[src/rtl/ysyx_23060184_pc_gen.sv]
`default_nettype none
// ============================================================================
// Module   : ysyx_23060184_pc_gen
// Brief    : Program-counter generator and fetch sequencer for the NPC front
//            end. Issues one fetch at a time over Pvalid/Iready, advances the
//            PC by 4 on each completion, and applies branch and trap
//            redirects. A fetch already in flight when a redirect lands is
//            tagged stale so that decode drops it.
// Revision : 1.0 - initial release
// ============================================================================
module ysyx_23060184_pc_gen #(
  parameter int unsigned               DATA_WIDTH = 32,
  parameter logic [DATA_WIDTH-1:0]     RESET_PC   = 32'h8000_0000
) (
  input  logic                  clk,
  input  logic                  resetn,
  // fetch request side
  output logic [DATA_WIDTH-1:0] pc_o,
  output logic                  Pvalid,
  input  logic                  Iready,
  // instruction return side
  input  logic                  Ivalid,
  input  logic                  Dready,
  output logic [DATA_WIDTH-1:0] fetch_pc_o,
  output logic                  kill_o,
  // redirects
  input  logic                  redir_valid,
  input  logic [DATA_WIDTH-1:0] redir_pc,
  input  logic                  trap_valid,
  input  logic [DATA_WIDTH-1:0] trap_pc,
  // halt / status
  input  logic                  halt_i,
  output logic                  halted_o,
  output logic [63:0]           inst_cnt_o
);

  typedef enum logic [1:0] {
    S_BOOT  = 2'd0,
    S_ISSUE = 2'd1,
    S_WAIT  = 2'd2,
    S_HALT  = 2'd3
  } state_t;

  // Instructions are word aligned: the PC steps by 4 and redirect targets
  // always have their two low bits cleared.
  localparam logic [DATA_WIDTH-1:0] c_PC_STEP    = {{(DATA_WIDTH-3){1'b0}}, 3'b100};
  localparam logic [DATA_WIDTH-1:0] c_ALIGN_MASK = {{(DATA_WIDTH-2){1'b1}}, 2'b00};

  state_t                  r_state;
  state_t                  w_next_state;
  logic                    w_next_pvalid;

  logic [DATA_WIDTH-1:0]   r_pc;
  logic [DATA_WIDTH-1:0]   r_fetch_pc;
  logic                    r_pvalid;
  logic                    r_stale;
  logic                    r_pend_valid;
  logic                    r_pend_trap;
  logic [DATA_WIDTH-1:0]   r_pend_pc;
  logic [63:0]             r_inst_cnt;

  logic                    w_redir;
  logic [DATA_WIDTH-1:0]   w_tgt_raw;
  logic [DATA_WIDTH-1:0]   w_tgt;
  logic                    w_accept;
  logic                    w_complete;
  logic                    w_kill;
  logic                    w_pend_write;

  // Effective redirect for this cycle: a trap outranks a branch.
  always_comb begin
    w_redir   = trap_valid || redir_valid;
    w_tgt_raw = trap_valid ? trap_pc : redir_pc;
    w_tgt     = w_tgt_raw & c_ALIGN_MASK;
  end

  // Handshake events and the stale-instruction kill. Ivalid outside WAIT has
  // no meaning to this block, so it can neither complete nor be killed.
  always_comb begin
    w_accept   = (r_state == S_ISSUE) && r_pvalid && Iready;
    w_complete = (r_state == S_WAIT) && Ivalid && Dready;
    w_kill     = (r_state == S_WAIT) && Ivalid && (r_stale || w_redir);
    // A pending trap target may only be replaced by another trap.
    w_pend_write = trap_valid || !(r_pend_valid && r_pend_trap);
  end

  // FSM state register.
  always_ff @(posedge clk) begin
    if (!resetn) begin
      r_state <= S_BOOT;
    end else begin
      r_state <= w_next_state;
    end
  end

  // FSM next-state logic. An accepted request takes precedence over halt so
  // the fetch unit never sees a request that this block then abandons.
  always_comb begin
    w_next_state = r_state;
    case (r_state)
      S_BOOT: begin
        w_next_state = S_ISSUE;
      end
      S_ISSUE: begin
        if (w_accept) begin
          w_next_state = S_WAIT;
        end else if (halt_i) begin
          w_next_state = S_HALT;
        end
      end
      S_WAIT: begin
        if (w_complete) begin
          w_next_state = halt_i ? S_HALT : S_ISSUE;
        end
      end
      S_HALT: begin
        w_next_state = S_HALT;
      end
      default: begin
        w_next_state = S_BOOT;
      end
    endcase
    w_next_pvalid = (w_next_state == S_ISSUE);
  end

  // Pvalid is registered and high exactly while the FSM sits in ISSUE.
  always_ff @(posedge clk) begin
    if (!resetn) begin
      r_pvalid <= 1'b0;
    end else begin
      r_pvalid <= w_next_pvalid;
    end
  end

  // PC, in-flight PC, stale flag and pending redirect target.
  always_ff @(posedge clk) begin
    if (!resetn) begin
      r_pc         <= RESET_PC;
      r_fetch_pc   <= RESET_PC;
      r_stale      <= 1'b0;
      r_pend_valid <= 1'b0;
      r_pend_trap  <= 1'b0;
      r_pend_pc    <= RESET_PC;
    end else begin
      case (r_state)
        S_ISSUE: begin
          if (w_accept) begin
            // The accepted request carries the old PC; a coincident redirect
            // is deferred until that fetch returns.
            r_fetch_pc <= r_pc;
            if (w_redir) begin
              r_stale      <= 1'b1;
              r_pend_valid <= 1'b1;
              r_pend_trap  <= trap_valid;
              r_pend_pc    <= w_tgt;
            end else begin
              r_stale      <= 1'b0;
              r_pend_valid <= 1'b0;
              r_pend_trap  <= 1'b0;
            end
          end else if (w_redir) begin
            // Nothing issued yet: retarget the request directly.
            r_pc <= w_tgt;
          end
        end
        S_WAIT: begin
          if (w_complete) begin
            if (w_redir) begin
              r_pc <= w_tgt;
            end else if (r_pend_valid) begin
              r_pc <= r_pend_pc;
            end else begin
              r_pc <= r_pc + c_PC_STEP;
            end
            r_stale      <= 1'b0;
            r_pend_valid <= 1'b0;
            r_pend_trap  <= 1'b0;
          end else if (w_redir) begin
            r_stale <= 1'b1;
            if (w_pend_write) begin
              r_pend_valid <= 1'b1;
              r_pend_trap  <= trap_valid;
              r_pend_pc    <= w_tgt;
            end
          end
        end
        default: begin
          // BOOT and HALT hold the datapath.
        end
      endcase
    end
  end

  // Retired-fetch counter: only instructions that decode actually keeps.
  always_ff @(posedge clk) begin
    if (!resetn) begin
      r_inst_cnt <= 64'd0;
    end else if (w_complete && !w_kill) begin
      r_inst_cnt <= r_inst_cnt + 64'd1;
    end
  end

  // Output drive.
  always_comb begin
    pc_o       = r_pc;
    Pvalid     = r_pvalid;
    fetch_pc_o = r_fetch_pc;
    kill_o     = w_kill;
    halted_o   = (r_state == S_HALT);
    inst_cnt_o = r_inst_cnt;
  end

endmodule
`default_nettype wire

[config.mk]
export PLATFORM = sky130hd
export DESIGN_NAME = ysyx_23060184_pc_gen
export DESIGN_NICKNAME = d
export VERILOG_FILES = /design/src/rtl/ysyx_23060184_pc_gen.sv
export SDC_FILE = /design/constraint.sdc
export NUM_CORES = 1
export LEC_CHECK = 0
export CAP_MARGIN = 5
export CORE_UTILIZATION = 45
export CTS_CLUSTER_SIZE = 25
export DETAILED_ROUTE_END_ITERATION = 8
export GPL_TIMING_DRIVEN = 1
export PLACE_DENSITY = 0.78
export SKIP_CTS_REPAIR_TIMING = 1
export SYNTH_ARGS = -nofsm -noshare
export SYNTH_HDL_FRONTEND = slang
export SYNTH_SLANG_ARGS = --single-unit
[constraint.sdc]
create_clock -name clk -period 5.4 [get_ports clk]
set_input_delay 0.81 -clock clk [delete_from_list [all_inputs] [get_ports clk]]
set_output_delay 0.81 -clock clk [all_outputs]
set_load 0.02 [all_outputs]
==> flow_summary.toml <==
[status]
status = "complete, but fails checks"
violations = "DRC"

[synthesis]
yosys.area.top_type = "dfxtp_1"
syn-mean-instance-area_sq_um = 8.202
synth.distinct_cells = 68
synth_area_sq_um = 8423
synthCells = 1027
synth-seq-area-share_pct = 38.03
async_flop_share_pct = 0
yosysTopAreaCellShare_pct = 38.03
ys_warn_count = 0
synthFlopType = "dfxtp_1"
synth-seq-cells = 160
synth_edf_count = 0
synth_area_leaders = "dfxtp_1 (38%), mux2i_1 (6.2%), nand2_1 (5.8%)"

[timing]
drv_slew = 0
fin_crit_sh_pct = 59.32
final.setup.tns_ns = 0
worst_slew_pin_slew_ns = 1.085
fin_skew_ns = 0.008294
final_hold_viol_count = 0
grt_setup_unrepaired = "false"
setup_viol = 0
post-route-min-period_ns = 3.204
max_slew_margin_pct = 27.65
fmax_ghz = 0.3122

[drt]
drt_iter0_drc = 716
vias_per_cell = 5.933
drtAntennaViolNets = 0
routed-via-count = 8336
drc = 10
first_pass_iters = 9
drt-total-wl_um = 24840
wire_per_inst_um = 17.68

[finish]
fillers = 1654
final_cell_mix = "clkdlybuf4s50_1 (192), dfxtp_1 (160), nand2_1 (130)"
stdcell_count = 1405
mostFrequentLayoutCell = "clkdlybuf4s50_1"
num_antenna_cells = 0
drive_gt1_share_pct = 7.313
finalNetCount = 1241
final_util_pct = 60.44
syn_to_final_growth_pct = 30.21

[floorplan]
core_sq_um = 18150
die_x_um = 138.8
die-area_sq_um = 19270
start_util_pct = 46.41
die_h_um = 138.8
row_count = 49
ioPinCount = 203

[power]
vdd_drop_max_mv = 0.2095
power.internal_uw = 2132
p_switching_uw = 829.6
swShare_pct = 28.02
p_per_area_nw_per_um2 = 270.0
p_clk_share_pct = 41.1
leakage_uw = 0.003796
seq_power_share_pct = 44.8
combPwrFrac_pct = 14.1
p_total_uw = 2961

[place]
port_buffers = 194
place_inst = 1373
gp_congestion = 0.8601
hpwl_um = 16990

[critical_path]
arrival_ns = 3.57
required_ns = 5.76
startpoint_type = "primary input"
cp_max_fo = 21
path_class = "primary input to register"
end_kind = "register"

[global_route]
overflow = 0
grt_pass1_wl_um = 39940
antenna_found_initial = 0
grt_pass1_vias = 7616
grt_max_degree = 82
grt_usage_pct = 25.73

[clock_tree]
clk_path_buf_depth = 2
cts_buffers = 17
cts.sinks = 160
clkLatencyLatePin_ns = 0.43
cts_tree = "yes"
htree_levels = 4
clk_root_buffer_cell = "clkbuf_16"
path_clk_slew_ns = 0.06

[job]
maxCapViolCount = 0

[worst_hold_path]
hold_class = "register to register"
cell usage after synthesis, types with 14 or more instances:
master and count:
and4_1 15, nand4_1 35, nand2b_1 23, a21oi_1 76
and3_1 18, o41ai_1 14, nand2_1 130, nor3_1 22
dfxtp_1 160, nor2_1 79, a211oi_1 28, inv_1 18
nand3_1 43, clkbuf_1 65, mux2i_1 52, xnor2_1 18
nor4_1 15, o21ai_0 34
final cells by class:
cell class                 instances  area, sq um  share of cell area (%)
clock buffer                      18        439.2                   4.004
clock inverter                    14        158.9                   1.449
inverter                          18        68.82                  0.6274
multi-input combinational        761         4797                   43.74
sequential                       160         3203                   29.20
tap                              229        286.5                   2.612
timing repair buffer             205         2014                   18.37
routing by layer:
| layer | vias up | track usage, % | share of wire [%] |
|---|---|---|---|
| met2 | 375 | 38.62 | 44 |
| met1 | 3864 | 35.44 | 45 |
| met5 | - | 0 | 0 |
| li1 | 4040 | - | - |
| met3 | 57 | 5.249 | 7.3 |
| met4 | 0 | 11.75 | 3.7 |
power by group through the flow:
stage	clock, uW	sequential, uW	combinational, uW
2_1_floorplan	0	1350	232
3_3_place_gp	0	1350	410
3_5_place_dp	0	1350	415
4_1_cts	1230	1320	417
5_1_grt	1280	1330	455
6_report	1220	1330	418
sequential cells by signal, summed over array words and instances (netlist names), 2 cells and up:
| name | cells |
|---|---|
| inst_cnt_o | 64 |
| fetch_pc_o | 30 |
| pc_o | 30 |
| r_pend_pc | 30 |
| r_state | 2 |
metrics by stage:
| stage | setup WS [ns] | area [sq um] | hold slack, ns |
|---|---|---|---|
| 2_1_floorplan | 2.771 | 8434 | 0.4459 |
| 3_3_place_gp | 1.858 | 10370 | 0.4422 |
| 3_5_place_dp | 1.796 | 10370 | 0.4463 |
| 4_1_cts | 2.226 | 10970 | 0.4538 |
| 5_1_grt | 1.997 | 10970 | 0.4769 |
| 6_report | 2.196 | 10970 | 0.4526 |
kinds of logic after synthesis:
family                     Yosys count  share of synthesized area [%]
buffers and inverters              109                          5.377
DFF                                160                          38.03
muxes                               58                          6.982
other                                1                        0.04452
and+or+nand+nor                    430                          26.40
xor gates and xnor gates            28                          2.911
adders and majority gates            6                         0.8912
AOI/OAI and AO/OA                  235                          19.37
path summary, 6_finish.rpt:
| path | to | cells after the start | from | slack (ns) |
|---|---|---|---|---|
| hold / removal | fetch_pc_o[27]$_SDFFE_PN0P_ | 2 | fetch_pc_o[27]$_SDFFE_PN0P_ | 0.45 |
| hold reg to reg | fetch_pc_o[27]$_SDFFE_PN0P_ | 2 | fetch_pc_o[27]$_SDFFE_PN0P_ | 0.45 |
| setup reg to reg | inst_cnt_o[43]$_SDFFE_PN0P_ | 7 | r_state[0]$_SDFF_PN0_ | 2.48 |
| setup / recovery | inst_cnt_o[43]$_SDFFE_PN0P_ | 6 | redir_valid | 2.20 |
critical path, stage by stage:
cell and delay [ns]:
clkdlybuf4s50_1 0.61, nor4b_2 0.42, and3_1 0.34, nand2_1 0.58, nor4_1 0.57, mux2i_1 0.23
Power figures use the tool's default switching activity.
